--- src/rtl/alu_mc_if.sv ---
// ============================================================================
// alu_mc_if : request/result bundle between the controller and alu_mc
// Rev 1.0
// ============================================================================
`default_nettype none

interface alu_mc_if #(
  parameter int WIDTH = 32
);
  logic             start;
  logic [2:0]       f;
  logic [WIDTH-1:0] a;
  logic [WIDTH-1:0] b;
  logic             busy;
  logic             done;
  logic [WIDTH-1:0] y;
  logic             zero;
  logic             carry_out;
  logic             overflow;

  modport master (
    output start, f, a, b,
    input  busy, done, y, zero, carry_out, overflow
  );

  modport slave (
    input  start, f, a, b,
    output busy, done, y, zero, carry_out, overflow
  );
endinterface

`default_nettype wire

--- src/rtl/alu_mc.sv ---
// ============================================================================
// alu_mc : multicycle ALU, single-cycle logic/add/sub/slt, shift-add multiply
// Rev 1.0
// ============================================================================
`default_nettype none

module alu_mc #(
  parameter int WIDTH = 32
) (
  input  wire logic  clk,
  input  wire logic  reset,
  alu_mc_if.slave    bus
);
  localparam int CW = $clog2(WIDTH) + 1;

  typedef enum logic [0:0] {
    S_IDLE = 1'b0,
    S_MUL  = 1'b1
  } state_t;

  state_t             r_state;
  logic [WIDTH-1:0]   r_mcand;
  logic [WIDTH-1:0]   r_mplier;
  logic [2*WIDTH-1:0] r_acc;
  logic [CW-1:0]      r_count;
  logic               r_busy;
  logic               r_done;
  logic [WIDTH-1:0]   r_y;
  logic               r_zero;
  logic               r_carry;
  logic               r_ovf;

  logic [WIDTH-1:0]   w_bb;
  logic [WIDTH:0]     w_sum;
  logic               w_sum_ovf;
  logic [WIDTH-1:0]   w_y;
  logic               w_c;
  logic               w_o;
  logic [2*WIDTH-1:0] w_addend;
  logic [2*WIDTH-1:0] w_acc_nxt;
  logic               w_last;

  // f[2] selects inverted b plus carry-in, turning the adder into a subtractor
  assign w_bb      = bus.f[2] ? ~bus.b : bus.b;
  assign w_sum     = {1'b0, bus.a} + {1'b0, w_bb} + {{WIDTH{1'b0}}, bus.f[2]};
  assign w_sum_ovf = (bus.a[WIDTH-1] == w_bb[WIDTH-1]) && (w_sum[WIDTH-1] != bus.a[WIDTH-1]);

  always_comb begin
    w_y = '0;
    w_c = 1'b0;
    w_o = 1'b0;
    case (bus.f[1:0])
      2'b00: w_y = bus.a & w_bb;
      2'b01: w_y = bus.a | w_bb;
      2'b10: begin
        w_y = w_sum[WIDTH-1:0];
        w_c = w_sum[WIDTH];
        w_o = w_sum_ovf;
      end
      default: w_y[0] = w_sum[WIDTH-1] ^ w_sum_ovf;
    endcase
  end

  assign w_addend  = r_mplier[0] ? ({{WIDTH{1'b0}}, r_mcand} << r_count) : '0;
  assign w_acc_nxt = r_acc + w_addend;
  assign w_last    = (r_count == CW'(WIDTH - 1));

  always_ff @(posedge clk or posedge reset) begin
    if (reset) begin
      r_state  <= S_IDLE;
      r_mcand  <= '0;
      r_mplier <= '0;
      r_acc    <= '0;
      r_count  <= '0;
      r_busy   <= 1'b0;
      r_done   <= 1'b0;
      r_y      <= '0;
      r_zero   <= 1'b1;
      r_carry  <= 1'b0;
      r_ovf    <= 1'b0;
    end else begin
      r_done <= 1'b0;
      case (r_state)
        S_IDLE: begin
          if (bus.start) begin
            if (bus.f == 3'b011) begin
              r_mcand  <= bus.a;
              r_mplier <= bus.b;
              r_acc    <= '0;
              r_count  <= '0;
              r_busy   <= 1'b1;
              r_state  <= S_MUL;
            end else begin
              r_y     <= w_y;
              r_zero  <= (w_y == '0);
              r_carry <= w_c;
              r_ovf   <= w_o;
              r_done  <= 1'b1;
            end
          end
        end
        S_MUL: begin
          r_acc    <= w_acc_nxt;
          r_mplier <= r_mplier >> 1;
          r_count  <= r_count + 1'b1;
          if (w_last) begin
            r_y     <= w_acc_nxt[WIDTH-1:0];
            r_zero  <= (w_acc_nxt[WIDTH-1:0] == '0);
            r_carry <= |w_acc_nxt[2*WIDTH-1:WIDTH];
            r_ovf   <= 1'b0;
            r_done  <= 1'b1;
            r_busy  <= 1'b0;
            r_state <= S_IDLE;
          end
        end
        default: r_state <= S_IDLE;
      endcase
    end
  end

  assign bus.busy      = r_busy;
  assign bus.done      = r_done;
  assign bus.y         = r_y;
  assign bus.zero      = r_zero;
  assign bus.carry_out = r_carry;
  assign bus.overflow  = r_ovf;
endmodule

`default_nettype wire

--- src/flat_wrapper.sv ---
// flat-port wrapper written by rule: the top's interface ports become plain ports
module alu_mc_flat 
#(
  parameter int WIDTH = 32
)
  (clk, reset, bus_start, bus_f, bus_a, bus_b, bus_busy, bus_done, bus_y, bus_zero, bus_carry_out, bus_overflow);
  alu_mc_if #(.WIDTH(WIDTH)) bus_i ();
  input  wire logic clk;
  input  wire logic reset;
  input wire logic [$bits(bus_i.start)-1:0] bus_start;
  input wire logic [$bits(bus_i.f)-1:0] bus_f;
  input wire logic [$bits(bus_i.a)-1:0] bus_a;
  input wire logic [$bits(bus_i.b)-1:0] bus_b;
  output wire logic [$bits(bus_i.busy)-1:0] bus_busy;
  output wire logic [$bits(bus_i.done)-1:0] bus_done;
  output wire logic [$bits(bus_i.y)-1:0] bus_y;
  output wire logic [$bits(bus_i.zero)-1:0] bus_zero;
  output wire logic [$bits(bus_i.carry_out)-1:0] bus_carry_out;
  output wire logic [$bits(bus_i.overflow)-1:0] bus_overflow;
  assign bus_i.start = bus_start;
  assign bus_i.f = bus_f;
  assign bus_i.a = bus_a;
  assign bus_i.b = bus_b;
  assign bus_busy = bus_i.busy;
  assign bus_done = bus_i.done;
  assign bus_y = bus_i.y;
  assign bus_zero = bus_i.zero;
  assign bus_carry_out = bus_i.carry_out;
  assign bus_overflow = bus_i.overflow;
  alu_mc #(.WIDTH(WIDTH)) u_core (.clk(clk), .reset(reset), .bus(bus_i));
endmodule
--- config.mk ---
export PLATFORM = sky130hd
export DESIGN_NAME = alu_mc_flat
export DESIGN_NICKNAME = d
export VERILOG_FILES = /design/src/rtl/alu_mc_if.sv /design/src/rtl/alu_mc.sv /design/src/flat_wrapper.sv
export SDC_FILE = /design/constraint.sdc
export NUM_CORES = 1
export LEC_CHECK = 0
export BUFFER_PORTS_ARGS = -buffer_cell sky130_fd_sc_hd__buf_2
export CORE_MARGIN = 1
export CORE_UTILIZATION = 30
export CTS_BUF_LIST = sky130_fd_sc_hd__clkbuf_4
export DETAILED_ROUTE_END_ITERATION = 10
export HOLD_SLACK_MARGIN = 0.1
export PLACE_DENSITY_LB_ADDON = 0.2
export SETUP_SLACK_MARGIN = 0.5
export SLEW_MARGIN = 20
export SYNTH_ARGS = -nofsm -noshare
export SYNTH_HDL_FRONTEND = slang
export SYNTH_SLANG_ARGS = --single-unit
--- constraint.sdc ---
create_clock -name clk -period 6.65 [get_ports clk]
set_clock_uncertainty 0.15 [all_clocks]
set_input_delay 1.33 -clock clk [delete_from_list [all_inputs] [get_ports clk]]
set_output_delay 1.33 -clock clk [all_outputs]
set_load 0.005 [all_outputs]
=== Yosys cells after proc, flatten, opt, wreduce, memory -nomap -nowiden ===
Index checks and enable logic that the tools add are counted.

* Bits in registers: 172
* Output and inout port bits: 37
* Logic and storage cells: 82

* $add $sub $neg: 4
* Eq/ne operators: 10
* Shift operators: 1
* Mux-type cells: 42
* Bitwise gates (word level): 5
* Reductions and logical operators: 9

{| class="wikitable"
|+ Operators by type and width
! cell !! number
|-
| 32-bit 2-to-1 mux || 6
|-
| 64-bit 2-to-1 mux || 3
|-
| 32-bit case mux with 2 select lines || 2
|-
| 64-bit case mux with 2 select lines || 1
|-
| 31-bit case mux with 3 select lines || 1
|-
| 64-bit adder || 1
|-
| 32-bit zero test || 2
|-
| 32-bit by 6-bit left shift with 64-bit output || 1
|-
| 32-bit by 32-bit adder with 33-bit output || 1
|-
| 33-bit by 1-bit adder with 33-bit output || 1
|-
| 32-bit bitwise AND || 1
|-
| 32-bit inverter || 1
|-
| 32-bit bitwise OR || 1
|-
| 32-bit OR reduction || 1
|-
| 1-bit 2-to-1 mux || 19
|-
| 6-bit 2-to-1 mux || 2
|-
| 1-bit case mux with 2 select lines || 6
|-
| 6-bit case mux with 2 select lines || 1
|-
| 3-bit AND reduction || 3
|-
| 6-bit by 1-bit adder with 6-bit output (second input constant) || 1
|-
| 6-bit by 5-bit == test with 1-bit output (second input constant) || 1
|-
| 2-bit inequality test (second input constant) || 3
|-
| 3-bit by 2-bit == test with 1-bit output (second input constant) || 1
|-
| 1-bit case mux with 3 select lines || 1
|-
| 10 further kinds || 10
|}

=== Logic depth before layout (Yosys ltp) ===
Gate-level depths: netlist of the first run.

* Depth after elaboration: 12
* Depth in mapped cells: 26

=== Least setup slack after synthesis of the first run ===
Ideal clock, no wire load.

* Path type: register to register
* Start point: register u_core.r_count[0]
* End point: register u_core.r_carry (netlist: u_core.bus.carry_out)
* Data arrival time: 5221 ps
* Path slack: 1144 ps
* Stages on the path, launching flop included: 26
* Period minus slack after synthesis: 5506 ps
* Path through: dfrtp_1 buf_2 buf_4 buf_1 mux2_2 nor2_1 a21oi_1 mux2_2 nand2_1 o21ai_0 o21ai_0 o22ai_1 and2_1 ha_1 clkbuf_1 o21ai_0 o211ai_1 a21bo_2 or3b_2 o311ai_0 and2b_1 o21bai_1 xor2_1 nor4_1 and3_1 a31oi_1

* Cells in the longest elaborated chain, start to end: 6
* Elaborated cells between the ends (all ways): 9

{| class="wikitable"
|+ Ends and longest elaborated chain
! what !! line !! text
|-
| from (decl) || alu_mc.sv:25 || <nowiki>logic [CW-1:0] r_count;</nowiki>
|-
| from (signal assigned) || alu_mc.sv:105 || <nowiki>r_count <= r_count + 1'b1;</nowiki>
|-
| 32-bit by 6-bit left shift with 64-bit output || alu_mc.sv:64 || <nowiki>assign w_addend = r_mplier[0] ? ({{WIDTH{1'b0}}, r_mcand} << r_count) : '0;</nowiki>
|-
| 64-bit 2-to-1 mux || alu_mc.sv:64 ||
|-
| 64-bit adder || alu_mc.sv:65 || <nowiki>assign w_acc_nxt = r_acc + w_addend;</nowiki>
|-
| 32-bit OR reduction || alu_mc.sv:109 || <nowiki>r_carry <= |w_acc_nxt[2*WIDTH-1:WIDTH];</nowiki>
|-
| 1-bit 2-to-1 mux || alu_mc.sv:106 || <nowiki>if (w_last) begin</nowiki>
|-
| 1-bit case mux with 2 select lines || alu_mc.sv:83 || <nowiki>case (r_state)</nowiki>
|-
| to (signal assigned) || alu_mc.sv:96 || <nowiki>r_carry <= w_c;</nowiki>
|-
| to (signal assigned) || alu_mc.sv:109 ||
|-
| to (decl) || alu_mc.sv:30 || <nowiki>logic r_carry;</nowiki>
|}

Parallel ways exist; a longest one is shown, timed or not. The select of a mux whose other input is x is not followed.
A chain may end at the register's enable or synchronous reset.

=== Final worst setup path of the first run ===
Ends and elaborated chain as after synthesis.

==> results of run 1 <==
[cells in the mapped netlist, types with 5 or more instances]
| cell type | number |
|---|---|
| nand2_1 | 298 |
| o21ai_0 | 223 |
| nor2_1 | 186 |
| dfrtp_1 | 171 |
| a21oi_1 | 147 |
| ha_1 | 128 |
| clkbuf_1 | 105 |
| inv_1 | 104 |
| mux2i_1 | 79 |
| mux2_2 | 62 |
| xor2_1 | 62 |
| nand3_1 | 48 |
| xnor2_1 | 44 |
| o22ai_1 | 42 |
| a21o_1 | 39 |
| a211oi_1 | 35 |
| and2_1 | 34 |
| nor3_1 | 33 |
| nand4_1 | 30 |
| a31oi_1 | 23 |
| buf_1 | 23 |
| nor2b_1 | 21 |
| mux4_2 | 20 |
| o21a_1 | 20 |
| nor4_1 | 19 |
| o21bai_1 | 17 |
| and3_1 | 16 |
| o31ai_1 | 16 |
| o211ai_1 | 12 |
| nand2b_1 | 11 |
| a22o_1 | 10 |
| or3_1 | 9 |
| a21boi_0 | 7 |
| a2111oi_0 | 5 |
| o22a_1 | 5 |
[how the worst max path moves through the flow]
stage,end,slack [ns],cells past startpoint
after floorplan,u_core.bus.busy,0.51,1
after global placement,u_core.bus.carry_out,-0.07,20
after detailed placement,u_core.bus.carry_out,-0.005,21
after CTS,u_core.bus.carry_out,0.57,19
after global routing,u_core.bus.carry_out,0.49,23
final,u_core.bus.carry_out,0.70,21
[power by group through the flow]
stage                     logic [mW]  registers [mW]  clock network [mW]
final                           4.47            1.85               0.647
after CTS                       4.39            1.84               0.681
after global routing            4.88            1.90               0.719
after detailed placement        4.36            1.86                   0
after floorplan                 3.03            1.65                   0
after global placement          4.36            1.86                   0
[timing repair]
action / 4_1_cts / 5_1_grt
buffers inserted: 0 / 5
gates cloned: 0 / 0
setup endpoints to repair: 4 / 1
gates resized for setup: 5 / 13
[per-stage QoR]
step                      setup TNS (ns)  instances  hold slack (ns)
final                                  0       3012           0.3294
after global routing                   0       3012           0.3501
after CTS                              0       2999           0.3353
after global placement          -0.06611       2967           0.3039
after detailed placement       -0.005222       2967           0.3151
after floorplan                        0       2194           0.2992
[layer usage]
metal / vias to the layer above / part of all wire
li1: 7968 / -
met5: - / 0.00040
met4: 4 / 0.034
met2: 505 / 0.45
met1: 7976 / 0.46
met3: 94 / 0.053
[cells by family after synthesis]
logic type	share of synthesized area
DFF	0.2521
and+or+nand+nor	0.1932
AOI/OAI and AO/OA	0.2376
adders and majority gates	0.09611
xor gates and xnor gates	0.05435
buffers and inverters	0.05304
muxes	0.1135
[state kept, by name, indices dropped and copies added (netlist names)]
register	count
u_core.r_mcand	32
u_core.bus.busy	1
u_core.bus.zero	1
u_core.r_mplier	32
u_core.bus.carry_out	1
u_core.bus.y	32
u_core.r_state	1
u_core.bus.overflow	1
u_core.bus.done	1
u_core.r_count	6
u_core.r_acc	64
[final cells by class]
cell class,count,area share
Multi-Input combinational cell,1783,0.6347
Clock buffer,18,0.007192
Antenna cell,8,0.001066
Sequential cell,172,0.2298
Tap cell,756,0.05035
Clock inverter,14,0.006660
Inverter,106,0.02158
Timing Repair Buffer,155,0.04868
[cells in the final DEF (no fill, tap or decap), types with 34 or more instances in the layout]
master	netlist	layout
nand2_1	298	298
o21ai_0	223	219
nor2_1	186	181
dfrtp_1	171	168
a21oi_1	147	145
ha_1	128	128
buf_2	4	106
inv_1	104	102
mux2i_1	79	76
mux2_2	62	62
xor2_1	62	62
nand3_1	48	48
buf_4	1	47
xnor2_1	44	44
o22ai_1	42	42
a21o_1	39	39
a211oi_1	35	34
[worst reg2reg max path: stages (launching register included)]
cell and delay [ns]:
dfrtp_4 0.53, buf_12 0.24, mux4_2 0.58, mux2_2 0.33, o21ai_1 0.39, nor2_1 0.07
nor2_1 0.33, nor2_1 0.12, ha_1 0.47, nand4_1 0.29, nor2_2 0.25, nand4_1 0.19
a21oi_2 0.32, o311ai_0 0.20, buf_4 0.18, and2b_1 0.19, o21bai_1 0.16, xor2_1 0.12
nor4_1 0.32, buf_4 0.18, and3_1 0.14, a31oi_1 0.08
==> run metrics, run 1 <==
status=finished, final reports clean; via count=16.55k; area growth from synthesis to layout=9.999%; unrepaired setup endpoints after global routing=no; via/cell ratio=5.494; total power=6.965 mW; share of layout cells above drive strength 1=0.1370; area taken by multi-input logic gates=11,930 um2; Sw Pwr=3.653 mW; hold path cells=2; Worst Reg-to-Reg Cells=21; CP most frequent cell=nor2_1; final setup vio count=0; DP HPWL=51,770 um; VDD IR max=0.1604 mV; Die X-Extent=240.6 um; clock slew at reported path FFs=0.18 ns; final instance area=18,790 um2; Crit path arrival time=6.46 ns; crit start category=register; leakage=8.305 nW; FF-to-FF setup slack=0.70 ns; minimum clock period=5.954 ns; Setup WS post-layout=0.6956 ns; worst hold path class=reg2reg; MaxCap Viol Count=0; R2R Path Start=u_core.r_count[0]; Primary FF master, synth=dfrtp_1; Die ar.=57,890 um2; synthesized area=17,080 um2; first-pass GRT wire length=98,460 um; Final Util=0.3338; H-Tree Depth=4; CP top delay family=simple AND/OR/NAND/NOR gates; synth unique cells=79; initial cell density of the core=0.3035; GRT busiest layer=met2; Pint=3.313 mW; Die Height=240.6 um; Seq pwr share=0.265; CTS Buffer Depth=2; Worst Setup End Kind=register; slowest stage delay, CP=0.58 ns; maximum fanout along the worst path=29; port buffer count=106; largest net degree at the start of global routing=78; slew of the pin with the lowest slew margin=1.155 ns; max_slew headroom=0.2301; CTS tree=done; WHS Endpoint=u_core.r_mplier[9]; CTS Hold Buffers Added=0; Combinational Power Share=0.642; Worst Hold Launch=u_core.r_mplier[10]; DR iter-0 viols=1,500; Hold Vio Cnt, Final=0; Core ar.=56,280 um2; fillers=6,085; DR WL/cell=21.74 um; crit path launch=u_core.r_count[0]; Max Slew Vio Count=0; cell accounting for the most synthesized area=dfrtp_1; yosys warns=0; post-synthesis sequential area ratio=0.2521; initial antenna violation count=5; Avg Cell Area, Syn=7.785 um2; row cnt=87; Placed Instance Area=18,420 um2; Clock Sinks=172; Nets=2,435; Mapped Nets=2,394; r2r endpoint=u_core.bus.carry_out; final worst-path cycle share=0.8954; vias in the first global route=15.70k; number of buffers and inverters on the critical path=3; share of flip-flops with an asynchronous set or reset=1.000; clock share of power=0.093; Max Fclk=167.9 MHz; grt met2 use=0.3574; Post-Route WL=65,490 um; number of synthesized register bits=172; DR DRC count=0; Storage cell area=4317 um2; clock latency on the worst-skew pair=0.80 ns; First-pass DRT Iterations=7; Post-DRT Antenna Nets=0; largest cells by area after synthesis=dfrtp_1 25%, ha_1 9.4%, nand2_1 6.5%, o21ai_0 6.5%, mux2i_1 4.6%; Worst path slowest cell=mux4_2; gate count of the mapped netlist=2,194; crit-path cells=buf_12 > mux4_2 > mux2_2 > o21ai_1 > nor2_1 > nor2_1 > nor2_1 > ha_1 > nand4_1 > nor2_2 > nand4_1 > a21oi_2 > o311ai_0 > buf_4 > and2b_1 > o21bai_1 > xor2_1 > nor4_1 > buf_4 > and3_1 > a31oi_1; met1 Usage GRT=0.3096; GR Layer Usage met3=0.04461; Setup Crit Path Kind=reg2reg; number of flops mapped to enable cells by yosys=0; Switching Fraction=0.5244; pwr dens=370.7 nW/um2; Critical Path RT=7.15 ns; global-route usage over all layers=0.2286; Root Buffer Master=clkbuf_4; Yosys top cell area share=0.2505; Place WS=-0.005222 ns; remaining global-route overflow=0; Top Ports=107; CTS Buf Count=17; GPL Wtd Cong=0.9747
No activity file was read; power rests on OpenSTA's default activity.
==> inputs of run 2 (changes only) <==
BUFFER_PORTS_ARGS = -buffer_cell sky130_fd_sc_hd__clkbuf_2   (was -buffer_cell sky130_fd_sc_hd__buf_2)
CORE_MARGIN = 1.5   (was 1)
==> run metrics, run 2 (synthesis results as in run 1) <==
VDD IR max=0.1624 mV (was 0.1604 mV); Nets=2,430 (was 2,435); DR DRC count=0 (unchanged); Die Height=241.6 um (was 240.6 um); grt met2 use=0.3511 (was 0.3574); final setup vio count=0 (unchanged); Crit path arrival time=6.51 ns (was 6.46 ns); CTS Buf Count=17 (unchanged); total power=6.983 mW (was 6.965 mW); Die X-Extent=241.6 um (was 240.6 um); via count=16.70k (was 16.55k); unrepaired setup endpoints after global routing=no (unchanged); Most flops, register=u_core.r_acc (unchanged); most frequent cells in the layout=298 x nand2_1, 218 x o21ai_0, 182 x nor2_1 (was 298 x nand2_1, 219 x o21ai_0, 181 x nor2_1); Max Slew Vio Count=0 (unchanged); leading cell type in the layout, fill and taps excluded=nand2_1 (unchanged); pwr dens=371.6 nW/um2 (was 370.7 nW/um2); clock slew at reported path FFs=0.18 ns (about the same); Hold Vio Cnt, Final=0 (unchanged); initial cell density of the core=0.3035 (unchanged); via/cell ratio=5.548 (was 5.494); DR WL/cell=21.62 um (was 21.74 um); row cnt=87 (unchanged); CTS Buffer Depth=2 (unchanged); worst hold path class=reg2reg (unchanged); crit start category=register (unchanged); hold slack=0.3483 ns (was 0.3294 ns); port buffer count=106 (unchanged); Die ar.=58,370 um2 (was 57,890 um2); DR iter-0 viols=1,368 (was 1,500); MaxCap Viol Count=0 (unchanged); DP HPWL=51,140 um (was 51,770 um); CTS Hold Buffers Added=0 (unchanged); area growth from synthesis to layout=10.01% (was 9.999%); clock latency on the worst-skew pair=0.82 ns (was 0.80 ns); leakage=8.286 nW (was 8.305 nW); GR Layer Usage met3=0.03052 (was 0.04461); status=finished, final reports clean (unchanged); H-Tree Depth=4 (unchanged); Post-CTS Repair Setup Buffers=0 (unchanged); minimum clock period=5.969 ns (was 5.954 ns); maximum fanout along the worst path=23 (was 29); final worst-path cycle share=0.8977 (was 0.8954); initial antenna violation count=4 (was 5); Critical Path RT=7.19 ns (was 7.15 ns); Max Fclk=167.5 MHz (was 167.9 MHz); share of layout cells above drive strength 1=0.1378 (was 0.1370); slew of the pin with the lowest slew margin=1.119 ns (was 1.155 ns); Top Ports=107 (unchanged); GPL Wtd Cong=0.9708 (was 0.9747); largest net degree at the start of global routing=109 (was 78); CTS tree=done (unchanged); Clock Sinks=172 (unchanged); setup TNS=0 ns (unchanged); Setup Crit Path Kind=reg2reg (unchanged); Post-DRT Antenna Nets=0 (unchanged); global-route usage over all layers=0.2201 (was 0.2286); Post-Route WL=65,080 um (was 65,490 um); First-pass DRT Iterations=6 (was 7); max reg flops=64 (unchanged); Core ar.=56,280 um2 (unchanged); max_slew headroom=0.2529 (was 0.2301); remaining global-route overflow=0 (unchanged); vias in the first global route=15.94k (was 15.70k); Root Buffer Master=clkbuf_4 (unchanged); met1 Usage GRT=0.3044 (was 0.3096); GRT busiest layer=met2 (unchanged); Worst Setup End Kind=register (unchanged); first-pass GRT wire length=98,740 um (was 98,460 um)
[run 2: cell types whose count changed in the layout (fill, tap and decap cells not counted), moves of 3 or more]
cell        previous run  this run
inv_8                  6         3
buf_4                 47        43
clkinvlp_4             1         4
diode_2                8        12
buf_2                106         0
clkbuf_2               0       106
[run 2: layer usage]
layer / share of wire / vias to the layer above / routed length [um]
met3: 0.047 / 93 / 3078
met1: 0.47 / 8094 / 30420
met4: 0.028 / 4 / 1834
met2: 0.46 / 561 / 29720
li1: - / 7946 / -
met5: 0.00038 / - / 25
[run 2: final timing paths]
| path | from | end | slack [ns] | cells past startpoint |
|---|---|---|---|---|
| setup / recovery | u_core.r_count[1] | u_core.bus.carry_out | 0.68 | 20 |
| hold / removal | u_core.r_mplier[17] | u_core.r_mplier[16] | 0.35 | 2 |
| setup reg to reg | u_core.r_count[1] | u_core.bus.carry_out | 0.68 | 20 |
| hold reg to reg | u_core.r_mplier[17] | u_core.r_mplier[16] | 0.35 | 2 |
| max in group asynchronous | reset | u_core.r_mcand[16] | 4.78 | 3 |
| min in group asynchronous | reset | u_core.r_acc[25] | 0.38 | 2 |
[run 2: critical path, stage by stage, from the launching register on]
cell and delay [ns]:
dfrtp_1 0.47, buf_4 0.32, mux4_2 0.59, mux2i_2 0.27
mux2_2 0.29, nor2_1 0.06, nor2_1 0.31, nor2_1 0.12
ha_2 0.47, nand4_1 0.28, nor3_4 0.32, nand4_1 0.17
a21oi_2 0.31, o311ai_0 0.20, buf_4 0.18, o21ba_2 0.25
o21ai_0 0.20, xnor2_1 0.11, nor3_1 0.43, and3_1 0.24
a31oi_1 0.09
[run 2: layout make-up]
class | count | area, um2
well taps | 756 | 945.9
repair buffers | 150 | 873.3
clock inverters | 13 | 128.9
clock buffers | 18 | 135.1
inverters | 106 | 409.1
flip-flops and latches | 172 | 4312
multi-input cells | 1783 | 11960
diodes | 12 | 30.03
fillers | 6037 | 37490
[run 2: timing repair]
| item | CTS | global route |
|---|---|---|
| endpoints found under the setup margin | 1 | 1 |
| pin swaps | 0 | 0 |
| gates resized for setup | 3 | 20 |
[run 2: metrics by stage]
step	instances	cell area, um2	setup slack (ns)	util
final	3010	18790	0.6806	0.3339
after floorplan	2194	17080	0.5115	-
after global placement	2967	18420	0.09907	0.3273
after global routing	3005	18780	0.4793	0.3336
after detailed placement	2967	18420	0.2147	0.3273
after CTS	2998	18690	0.5637	0.3320
[run 2: where the power goes]
group,internal [mW],switching (mW)
Combinational,1.69,2.80
Sequential,1.43,0.388
Clock,0.197,0.474
==> inputs of run 3 (changes only) <==
BUFFER_PORTS_ARGS = unset   (was -buffer_cell sky130_fd_sc_hd__clkbuf_2)
DONT_BUFFER_PORTS = 1   (was unset)
clock period = 6.3 ns   (was 6.65 ns; I/O delays follow)
==> run metrics, run 3 (synthesis results as in run 1) <==
minimum clock period=5.598 ns (was 5.969 ns); VDD IR max=0.1803 mV (was 0.1624 mV); FF-to-FF setup slack=0.70 ns (was 0.68 ns); leakage=7.842 nW (was 8.286 nW); final setup vio count=0 (unchanged); via count=16.35k (was 16.70k); global-route usage over all layers=0.2213 (was 0.2201); DP HPWL=50,600 um (was 51,140 um); row cnt=87 (unchanged); clock latency on the worst-skew pair=0.81 ns (was 0.82 ns); Core ar.=56,280 um2 (unchanged); Storage cell area=4318 um2 (was 4312 um2); unrepaired setup endpoints after global routing=no (unchanged); Die X-Extent=241.6 um (unchanged); worst hold path class=in2async (was reg2reg); Clock Sinks=172 (unchanged); DR WL/cell=22.51 um (was 21.62 um); r2r endpoint=u_core.bus.carry_out (unchanged); GRT busiest layer=met2 (unchanged); Max Slew Vio Count=0 (unchanged); R2R Path Start=u_core.r_count[0] (was u_core.r_count[1]); Post-DRT Antenna Nets=0 (unchanged); max_slew headroom=0.1728 (was 0.2529); GPL Wtd Cong=0.9376 (was 0.9708); crit start category=register (unchanged); Hold Vio Cnt, Final=0 (unchanged); port buffer count=0 (was 106); leading cell type in the layout, fill and taps excluded=nand2_1 (unchanged); area growth from synthesis to layout=8.395% (was 10.01%); via/cell ratio=5.636 (was 5.548); Worst Reg-to-Reg Cells=19 (was 20); initial cell density of the core=0.3035 (unchanged); initial antenna violation count=4 (unchanged); MaxCap Viol Count=0 (unchanged); First-pass DRT Iterations=8 (was 6); Die ar.=58,370 um2 (unchanged); total power=7.422 mW (was 6.983 mW); Post-Route WL=65,300 um (was 65,080 um); Setup WS post-layout=0.7015 ns (was 0.6806 ns); Die Height=241.6 um (unchanged); Root Buffer Master=clkbuf_4 (unchanged); CTS tree=done (unchanged); final worst-path cycle share=0.8886 (was 0.8977); first-pass GRT wire length=98,730 um (was 98,740 um); H-Tree Depth=4 (unchanged); vias in the first global route=15.61k (was 15.94k); Most flops, register=u_core.r_acc (unchanged); largest net degree at the start of global routing=118 (was 109); status=finished, final reports clean (unchanged); slew of the pin with the lowest slew margin=1.239 ns (was 1.119 ns); fillers=6,074 (was 6,037); clock slew at reported path FFs=0.19 ns (was 0.18 ns); met1 Usage GRT=0.3031 (was 0.3044); max reg flops=64 (unchanged); DR DRC count=0 (unchanged); grt met2 use=0.3375 (was 0.3511); pwr dens=400.9 nW/um2 (was 371.6 nW/um2); CTS Buffer Depth=2 (unchanged); CTS Buf Count=17 (unchanged); remaining global-route overflow=0 (unchanged); Top Ports=107 (unchanged); GR Layer Usage met3=0.04817 (was 0.03052); area taken by multi-input logic gates=12,150 um2 (was 11,960 um2); maximum fanout along the worst path=6 (was 23); Final Instance Count excl. Fillers=2,901 (was 3,010); share of layout cells above drive strength 1=0.1151 (was 0.1378); DR iter-0 viols=1,462 (was 1,368); Setup Crit Path Kind=reg2reg (unchanged); Worst Setup End Kind=register (unchanged); Crit path arrival time=6.11 ns (was 6.51 ns); Nets=2,325 (was 2,430); Place WS=0.04895 ns (was 0.2147 ns); Max Fclk=178.6 MHz (was 167.5 MHz); placed instance count=2,853 (was 2,967); Critical Path RT=6.81 ns (was 7.19 ns); most frequent cells in the layout=298 x nand2_1, 206 x o21ai_0, 179 x nor2_1 (was 298 x nand2_1, 218 x o21ai_0, 182 x nor2_1)
==> run 3: changes by cell type in the layout (fill, tap and decap cells not counted), sizes merged <==
cell      previous run  this run
clkinvlp             4         2
inv                112       114
clkinv               2         3
diode               12         7
clkbuf             124        19
==> run 3: stage by stage <==
| stage | cell area, um2 | hold WS [ns] | utilization | setup TNS (ns) |
|---|---|---|---|---|
| after global placement | 17850 | 0.3159 | 0.3172 | -0.06093 |
| after detailed placement | 17860 | 0.3158 | 0.3173 | 0 |
| after floorplan | 17080 | 0.2992 | - | 0 |
| after CTS | 18240 | 0.3370 | 0.3241 | 0 |
| final | 18510 | 0.3247 | 0.3290 | 0 |
| after global routing | 18510 | 0.3316 | 0.3290 | 0 |
==> run 3: layout make-up <==
cell class                      instances  share of cell area
Sequential cell                       172              0.2332
Antenna cell                            7           0.0009461
Clock buffer                           18            0.007299
Multi-Input combinational cell       1783              0.6564
Tap cell                              756             0.05109
Clock inverter                         14            0.009056
Inverter                              106             0.02169
Timing Repair Buffer                   45             0.02027
==> run 3: per-layer routing <==
metal | share of wire | wire length, um
met4 | 0.031 | 2036
met5 | 0.00025 | 16
met3 | 0.073 | 4775
met2 | 0.45 | 29320
met1 | 0.45 | 29160
==> run 3: worst max-delay path, cell delays in order (launching register included) <==
cell,delay [ns]
dfrtp_4,0.51
clkbuf_4,0.22
mux4_2,0.55
mux2i_2,0.23
nand2_1,0.13
o21ai_1,0.20
o22a_1,0.28
nor2_1,0.09
ha_1,0.38
a21oi_1,0.19
o21ai_0,0.16
a21o_1,0.23
o21ai_1,0.26
nor2_1,0.12
a21oi_1,0.54
o31ai_1,0.20
xor2_1,0.21
nor4_1,0.45
and3_1,0.24
a31oi_1,0.09
==> run 3: what timing repair did <==
action,CTS,global route
resized for setup,15,65
pin swaps,1,3
buffers inserted,4,5
hold buffers,0,0
setup endpoints to repair,2,4
==> run 3: worst max path at each step <==
stage	start	cells past startpoint	end
CTS	u_core.r_count[0]	19	u_core.bus.carry_out
detailed placement	u_core.r_count[0]	19	u_core.bus.carry_out
finish	u_core.r_count[0]	19	u_core.bus.carry_out
global route	u_core.r_count[0]	19	u_core.bus.carry_out
global placement	u_core.r_count[0]	19	u_core.bus.carry_out
floorplan	u_core.r_count[0]	25	u_core.bus.carry_out
==> run 3: report_power, final <==
part	internal (mW)	switching (mW)
registers	1.52	0.497
logic	1.78	2.88
clock network	0.224	0.525
total	3.52	3.90
